===== config.mk =====
export PLATFORM = sky130hd
export DESIGN_NAME = tone_scheduler
export DESIGN_NICKNAME = d
export VERILOG_FILES = /design/src/rtl/tone_pkg.sv /design/src/rtl/tick_prescaler.sv /design/src/rtl/tone_scheduler.sv
export SDC_FILE = /design/constraint.sdc
export NUM_CORES = 1
export LEC_CHECK = 0
export ABC_AREA = 0
export CORE_ASPECT_RATIO = 0.7
export CORE_UTILIZATION = 60
export CTS_BUF_LIST = sky130_fd_sc_hd__clkbuf_4 sky130_fd_sc_hd__clkbuf_8
export DETAILED_ROUTE_END_ITERATION = 10
export DONT_BUFFER_PORTS = 1
export GPL_ROUTABILITY_DRIVEN = 0
export MAX_ROUTING_LAYER = met4
export PLACE_DENSITY = 0.76
export SYNTH_ARGS = -nofsm -noshare
export SYNTH_HDL_FRONTEND = slang
export SYNTH_SLANG_ARGS = --single-unit

===== constraint.sdc =====
create_clock -name sysclk -period 7.3 [get_ports sysclk]
set_input_delay 1.46 -clock sysclk [delete_from_list [all_inputs] [get_ports sysclk]]
set_output_delay 1.46 -clock sysclk [all_outputs]
set_load 0.02 [all_outputs]

===== src/rtl/tone_pkg.sv =====
// Shared definitions for the tone scheduling path: FSM states, note codes, sanitising.
// Latency: n/a (types, constants and a pure function only).
// Backpressure: n/a.
package tone_pkg;

    localparam int NOTE_W = 8;

    localparam logic [NOTE_W-1:0] NOTE_REST = 8'd0;
    localparam logic [NOTE_W-1:0] NOTE_MAX  = 8'd63;

    typedef enum logic [1:0] {
        IDLE = 2'd0,
        PLAY = 2'd1,
        GAP  = 2'd2
    } state_t;

    // Codes above the generator's range become a rest; 0 already is one.
    function automatic logic [NOTE_W-1:0] sanitise_note(input logic [NOTE_W-1:0] code);
        return (code > NOTE_MAX) ? NOTE_REST : code;
    endfunction

endpackage


===== src/rtl/tick_prescaler.sv =====
// Free-running divider emitting a one-cycle tick every TICK_DIV cycles.
// Latency: first tick TICK_DIV cycles after clr is released (count runs 0..TICK_DIV-1).
// Backpressure: none; clr restarts the count synchronously.
module tick_prescaler #(
    parameter int TICK_DIV = 500000
) (
    input  logic sysclk,
    input  logic clr,
    output logic tick
);

    localparam int CW = (TICK_DIV > 1) ? $clog2(TICK_DIV) : 1;
    localparam logic [CW-1:0] LAST = CW'(TICK_DIV - 1);

    logic [CW-1:0] cnt;

    // Count up and wrap at the last value; clr pins the count to zero.
    always_ff @(posedge sysclk) begin
        if (clr || cnt == LAST) begin
            cnt <= '0;
        end else begin
            cnt <= cnt + CW'(1);
        end
    end

    assign tick = (cnt == LAST);

endmodule


===== src/rtl/tone_scheduler.sv =====
// Round-robin owner of the tone generator: grants one requester, plays its note, then a silent gap.
// Latency: ack/note/busy/owner one cycle after an IDLE cycle with req; done on the first IDLE cycle.
// Backpressure: requesters hold req until ack; no arbitration happens while PLAY or GAP.
module tone_scheduler
    import tone_pkg::*;
#(
    parameter int NUM_REQ   = 4,
    parameter int DUR_W     = 8,
    parameter int TICK_DIV  = 500000,
    parameter int GAP_TICKS = 2
) (
    input  logic                       sysclk,
    input  logic                       reset,
    input  logic [NUM_REQ-1:0]         req,
    input  logic [NUM_REQ*8-1:0]       req_note,
    input  logic [NUM_REQ*DUR_W-1:0]   req_dur,
    input  logic                       stop,
    output logic [NUM_REQ-1:0]         ack,
    output logic [NUM_REQ-1:0]         done,
    output logic [7:0]                 note,
    output logic                       busy,
    output logic [$clog2(NUM_REQ)-1:0] owner
);

    localparam int OW    = $clog2(NUM_REQ);
    localparam int GW    = (GAP_TICKS > 0) ? $clog2(GAP_TICKS + 1) : 1;
    localparam int CNT_W = (DUR_W > GW) ? DUR_W : GW;

    state_t             state;
    logic [CNT_W-1:0]   cnt;
    logic [OW-1:0]      rr_ptr;
    logic               tick;
    logic               presc_clr;

    logic [NOTE_W-1:0]  note_arr [NUM_REQ];
    logic [DUR_W-1:0]   dur_arr  [NUM_REQ];

    logic               found;
    logic [OW-1:0]      grant_idx;
    logic [OW-1:0]      next_ptr;
    logic [NOTE_W-1:0]  sel_note;
    logic [DUR_W-1:0]   sel_dur;
    logic [OW:0]        pos_sum;
    logic [OW-1:0]      pos;

    // The prescaler sits at zero in IDLE so a note starts on a fresh tick boundary.
    assign presc_clr = reset || (state == IDLE);

    tick_prescaler #(
        .TICK_DIV (TICK_DIV)
    ) u_prescaler (
        .sysclk (sysclk),
        .clr    (presc_clr),
        .tick   (tick)
    );

    // Split the flat note/duration buses into per-requester fields.
    always_comb begin
        for (int k = 0; k < NUM_REQ; k++) begin
            note_arr[k] = req_note[k*NOTE_W +: NOTE_W];
            dur_arr[k]  = req_dur[k*DUR_W +: DUR_W];
        end
    end

    // Round-robin search starting at rr_ptr; first raised req wins.
    always_comb begin
        found     = 1'b0;
        grant_idx = '0;
        sel_note  = '0;
        sel_dur   = '0;
        pos_sum   = '0;
        pos       = '0;
        for (int k = 0; k < NUM_REQ; k++) begin
            pos_sum = {1'b0, rr_ptr} + (OW+1)'(k);
            if (pos_sum >= (OW+1)'(NUM_REQ)) begin
                pos_sum = pos_sum - (OW+1)'(NUM_REQ);
            end
            pos = pos_sum[OW-1:0];
            if (!found && req[pos]) begin
                found     = 1'b1;
                grant_idx = pos;
                sel_note  = note_arr[pos];
                sel_dur   = dur_arr[pos];
            end
        end
        next_ptr = (grant_idx == OW'(NUM_REQ - 1)) ? '0 : grant_idx + OW'(1);
    end

    // Scheduler FSM; every output is a register updated here.
    always_ff @(posedge sysclk) begin
        if (reset) begin
            state  <= IDLE;
            cnt    <= '0;
            rr_ptr <= '0;
            owner  <= '0;
            note   <= NOTE_REST;
            busy   <= 1'b0;
            ack    <= '0;
            done   <= '0;
        end else begin
            ack  <= '0;
            done <= '0;
            unique case (state)
                IDLE: begin
                    if (found) begin
                        ack[grant_idx] <= 1'b1;
                        owner          <= grant_idx;
                        rr_ptr         <= next_ptr;
                        note           <= sanitise_note(sel_note);
                        cnt            <= (sel_dur == '0) ? CNT_W'(1) : CNT_W'(sel_dur);
                        busy           <= 1'b1;
                        state          <= PLAY;
                    end
                end
                PLAY: begin
                    if (stop || (tick && cnt == CNT_W'(1) && GAP_TICKS == 0)) begin
                        note        <= NOTE_REST;
                        done[owner] <= 1'b1;
                        busy        <= 1'b0;
                        cnt         <= '0;
                        state       <= IDLE;
                    end else if (tick) begin
                        if (cnt == CNT_W'(1)) begin
                            note  <= NOTE_REST;
                            cnt   <= CNT_W'(GAP_TICKS);
                            state <= GAP;
                        end else begin
                            cnt <= cnt - CNT_W'(1);
                        end
                    end
                end
                GAP: begin
                    if (stop || (tick && cnt == CNT_W'(1))) begin
                        note        <= NOTE_REST;
                        done[owner] <= 1'b1;
                        busy        <= 1'b0;
                        cnt         <= '0;
                        state       <= IDLE;
                    end else if (tick) begin
                        cnt <= cnt - CNT_W'(1);
                    end
                end
                default: begin
                    state <= IDLE;
                end
            endcase
        end
    end

endmodule


# After elaboration in Yosys (flattened, before gate mapping)
# Index checks and enable logic that the tools add are counted.
[word_totals]
ff_bits = 50
inputBits = 71
word_cells = 159
[classes]
addsub = 10
magnitude_cmp = 17
eq_ne = 11
n_mux = 85
bitwise_logic = 6
reduce_logical = 21
[ops]
columns = ["cell", "count"]
rows = [
  ["8-bit two-way mux", 37],
  ["8-bit binary-select mux with 2-bit select", 8],
  ["8-bit one-hot mux with 3 select lines", 2],
  ["2-bit two-way mux", 14],
  ["3-bit greater-or-equal comparator (second input constant)", 7],
  ["19-bit by 1-bit adder with 19-bit output (second input constant)", 1],
  ["19-bit == test (second input constant)", 1],
  ["2-bit by 3-bit < comparator with 1-bit output (second input constant)", 6],
  ["1-bit two-way mux", 13],
  ["2-bit inverter with 3-bit output", 4],
  ["4-bit AND reduction", 3],
  ["3-bit inequality test (second input constant)", 3],
  ["1-bit binary-select mux with 2-bit select", 4],
  ["8-bit by 1-bit == test with 1-bit output (second input constant)", 1],
  ["8-bit by 6-bit greater-than comparator with 1-bit output (second input constant)", 1],
  ["8-bit logical NOT", 1],
  ["4-bit two-way mux", 2],
  ["4-bit one-hot mux with 2 select lines", 1],
  ["2-bit by 1-bit subtractor with 2-bit output (second input constant)", 4],
  ["8-bit by 1-bit subtractor with 8-bit output (second input constant)", 1],
  ["2-bit by 2-bit adder with 3-bit output (second input constant)", 2],
  ["1-bit logical AND", 6],
  ["2-bit inequality test (second input constant)", 3],
  ["2-bit one-hot mux with 3 select lines", 1],
  ["other kinds (16)", 24],
]

# Logic depth before layout (Yosys ltp)
[logic_depth]
depth_word = 18
mapped_depth = 11
mapped_depth_nobuf = 8

# Hierarchy
# Synthesis repeated with hierarchy kept, for this count alone.
[unflattened]
cells_unflattened = 546
area_unflattened_um2 = 4564.4
[modules_own_cells]
columns = ["mod", "n_inst", "cells_each", "area_each_um2", "seq_area_each_um2"]
rows = [
  ["tone_scheduler", 1, 444, 3668.5, 620.6],
  ["tick_prescaler", 1, 102, 895.9, 380.4],
]

# Worst setup path after synthesis
# Ideal clock, no wire load.
[synth_timing]
path_type = "input-to-reg"
start = "in req[3]"
end = "reg cnt[0]"
arrival_time_ns = 3.371
t_required_ns = 7.214
slack_ns = 3.843
path_stages = 8
path_cell_list = "clkbuf_1 -> mux4_2 -> nand2_1 -> o221ai_1 -> nor4_1 -> nand4_1 -> or4_1 -> a221oi_2"
[synth_via]
elab_chain_cells = 16
[synth_rtl]
columns = ["element", "line_no", "rtl"]
rows = [
  ["start, declared", "tone_scheduler.sv:14", "input logic [NUM_REQ-1:0] req,"],
  ["1-bit binary-select mux with 2-bit select", "tone_scheduler.sv:79", "if (!found && req[pos]) begin"],
  ["1-bit two-way mux (implied by the code)", "tone_scheduler.sv:79", ""],
  ["1-bit two-way mux", "tone_scheduler.sv:79", ""],
  ["1-bit logical NOT", "tone_scheduler.sv:79", ""],
  ["1-bit logical AND", "tone_scheduler.sv:79", ""],
  ["1-bit two-way mux", "tone_scheduler.sv:79", ""],
  ["1-bit logical NOT", "tone_scheduler.sv:79", ""],
  ["1-bit logical AND", "tone_scheduler.sv:79", ""],
  ["1-bit two-way mux", "tone_scheduler.sv:79", ""],
  ["1-bit logical NOT", "tone_scheduler.sv:79", ""],
  ["1-bit logical AND", "tone_scheduler.sv:79", ""],
  ["8-bit two-way mux", "tone_scheduler.sv:79", ""],
  ["8-bit logical NOT", "tone_scheduler.sv:110", "cnt <= (sel_dur == '0) ? CNT_W'(1) : CNT_W'(sel_dur);"],
  ["8-bit two-way mux", "tone_scheduler.sv:110", ""],
  ["8-bit two-way mux", "tone_scheduler.sv:105", "if (found) begin"],
  ["8-bit one-hot mux with 3 select lines", "tone_scheduler.sv:103", "unique case (state)"],
  ["end signal, assigned", "tone_scheduler.sv:110", ""],
  ["end signal, assigned", "tone_scheduler.sv:125", "cnt <= CNT_W'(GAP_TICKS);"],
  ["end signal, assigned", "tone_scheduler.sv:128", "cnt <= cnt - CNT_W'(1);"],
  ["end, declared", "tone_scheduler.sv:30", "logic [CNT_W-1:0] cnt;"],
]
# Several ways; a longest one is shown, not always the timed one. The select of a mux whose other input is x is not followed.
# A chain may end at the register's enable or synchronous reset.

# Worst setup path after layout
[layout_timing]
start = "reg rr_ptr[1]"
end = "reg cnt[0]"
[layout_via]
elab_chain_cells = 18
[layout_rtl]
columns = ["element", "line_no", "rtl"]
rows = [
  ["start, declared", "tone_scheduler.sv:31", "logic [OW-1:0] rr_ptr;"],
  ["start signal, assigned", "tone_scheduler.sv:108", "rr_ptr <= next_ptr;"],
  ["branches (longest 18 deep; another with 2-bit by 1-bit adder with 3-bit output)", "n/a", ""],
]
# Several ways; the timed one is not identified. The select of a mux whose other input is x is not followed.

==> key figures <==
Routing
  – Pre-antenna DRT Iters: 5
  – Drt drc: 0
  – Routed wire length per instance: 17.4 um
  – Post-DR vias/cell: ~6.6
  – DRT iter0 DRCs: 346
  – ANT nets after route: 0
  – Vias: 4081
  – Final Routed Wirelength: between 10000 and 15000 um

Floorplan
  – Die ar.: 7470 um^2
  – Placeable Area: 6820 um^2
  – Starting Density: 0.627
  – Die W: approximately 100 um
  – Height of the die: between 70 and 80 um
  – # IOs: 90
  – Row count: 25

Finish
  – # nets final: 607
  – Post-layout util: 0.637
  – Share of cells above drive strength 1: 0.0894
  – Syn-to-layout area delta: 1.61%
  – # diodes: 0

Power and ir drop
  – PD cells: approximately 230 nW/um^2
  – LEAKAGE: ~0.0015 uW
  – Sw Share: 0.431
  – Share of power burned in registers: 0.389
  – Internal power: between 500 and 600 uW
  – Sw Pwr: 435 uW
  – Logic gate share of total power: 0.440
  – Clock Power Share: 0.171
  – Worst VDD drop: about 0.00014 V

STA
  – F_max: 243 MHz
  – Setup TNS: 0 ps
  – Setup violators final: 0
  – Max_slew headroom: 0.239
  – Fin Clk Skew: a little over 9 ps
  – Worst-margin pin slew: between 1000 and 1500 ps
  – Fin. Hold Viols: 0
  – Max Slew Vio Count: 0
  – Tmin final: just over 4000 ps
  – RSZ-0062 raised after global routing: no
  – Post-route clock period utilization: 0.563

Setup path
  – Arrival time at the worst endpoint: 4340 ps
  – CP Data Required Time: 7530 ps
  – Critical-path maximum fanout: 61
  – Startpoint Class: flip-flop
  – Crit Path Class: reg -> reg
  – Crit. End Element: flip-flop

Synth
  – Synth Flop Type: dfxtp_1
  – Syn nets: 632
  – Synth area leader: dfxtp_1
  – Synthesized cell area: 4280 um^2
  – Number of synthesized register bits: 50
  – Yosys cell types: 63
  – Avg Cell Area, Syn: roughly 8 um^2
  – Post-synth EDFFs: 0
  – Sequential share of the synthesized area: 0.234
  – Synth async-reset ratio: 0
  – Syn. warnings: 0
  – Dominant cells by area after synthesis: dfxtp_1 (23%), mux2i_1 (9.6%), nor2_1 (6.1%)
  – Gate Count Post-Synth: 550
  – Post-synth top area share: 0.234

CTS
  – Resized Gates After CTS: 0
  – Hold buffer count at cts: 0
  – CTS Root Cell: clkbuf_8
  – Clock-pin slew on the worst setup and hold paths: approximately 100 ps
  – H-tree depth: 2
  – CTS tree: built
  – Max Buffers Root-to-Sink: 2
  – Sinks on Clock Net: 50
  – Post-CTS Setup Bufs: 0
  – TritonCTS Buffers: 5
  – Worst-skew pair later-pin latency: 310 ps

Run status
  – Outcome: complete, no violations

Job
  – Max Cap Viol: 0

Place
  – Port buffer count: 0
  – HPWL Detailed: 7860 um

Global routing
  – First-pass GRT wire length: 17000 um
  – Largest net degree at the start of global routing: 90
  – Vias in the first global route: 3736
  – Gr usage total: 0.299
  – Initial antenna violation count: 0
  – Total gr overflow: 0

Min path
  – Hold Crit Class: reg -> reg
-- flip-flops by register name (all words and copies together), names as in the netlist --
name and count:
rr_ptr 2, cnt 8, owner 2, state 2, busy 1, u_prescaler.cnt 19
ack 4, done 4, note 8
-- cell usage in the layout (no fill, tap or decap), types with 9 or more instances in the layout --
master | Yosys | final
mux4_2 | 9 | 9
mux2i_1 | 41 | 41
and2_1 | 11 | 11
o21ai_0 | 34 | 34
nor3_1 | 12 | 12
a21oi_1 | 49 | 49
ha_1 | 11 | 11
inv_1 | 20 | 20
dfxtp_1 | 50 | 48
nand3_1 | 10 | 10
nor2_1 | 70 | 70
nand2_1 | 46 | 46
o22ai_1 | 20 | 20
a211oi_1 | 10 | 10
mux2_2 | 17 | 17
-- stage by stage --
step | total power (uW) | setup slack, ps | instances | hold WS [ps] | instance area (um^2)
after floorplan | 751 | 3840 | 550 | 430 | 4280
after global placement | 815 | 3500 | 612 | 446 | 4250
after detailed placement | 827 | 3290 | 612 | 463 | 4250
after CTS | 1000 | 3270 | 620 | 484 | 4340
after global routing | 1070 | 2980 | 620 | 512 | 4340
final | 1010 | 3190 | 620 | 483 | 4340
-- layer usage --
layer	up-vias	wire length, um	track usage
met5	-	0	-
met1	1914	5080	0.417
met2	165	4710	0.429
met4	0	193	0.0908
met3	23	831	0.0670
li1	1979	-	-
-- path summary, 6_finish.rpt --
kind | startpoint | end | slack (ps) | cells past startpoint
worst max-delay path | rr_ptr[1] | cnt[0] | 3190 | 7
worst min-delay path | cnt[7] | cnt[7] | 480 | 2
worst max register to register | rr_ptr[1] | cnt[0] | 3190 | 7
worst min register to register | cnt[7] | cnt[7] | 480 | 2
-- final cells by class --
type	instances	area, um^2
clock buffers	5	68.8
clock inverters	3	28.8
fillers	629	2470
inverters	20	75.1
multi-input cells	448	3050
flip-flops and latches	50	1010
well taps	94	118
-- cells by family after synthesis --
logic type | synth area share
DFF | 0.234
and+or+nand+nor | 0.232
AOI/OAI and AO/OA | 0.230
adders and majority gates | 0.0322
muxes | 0.188
xor gates and xnor gates | 0.0307
buffers and inverters | 0.0530
-- worst max-delay path, cell delays in order, from the launching register on --
cell      delay [ps]
dfxtp_2         1060
inv_1            770
o21ai_1          530
and2_1           420
a211oi_1         100
a211o_1          340
or4_1            550
a221oi_2         250
-- power by group through the flow --
stage               sequential [uW]  combinational, uW  clock [uW]
finish                          392                444         173
global route                    401                486         187
CTS                             390                436         176
detailed placement              397                431           0
global placement                393                422           0
floorplan                       335                416           0
-- Yosys cell counts, drive strengths merged, types with 4 or more instances --
cell type,number
and2,11
nand3,10
nand4,6
a221oi,4
buf,15
nand2,46
xnor2,7
inv,20
mux2,17
o22ai,20
mux4,9
nor4,7
a21oi,49
o221ai,7
or3,6
o21ai,40
nor2b,5
ha,11
xor2,8
clkbuf,17
a211oi,10
dfxtp,50
nor3,13
nor3b,4
mux2i,41
nor2,70
Power figures use the tool's default switching activity.
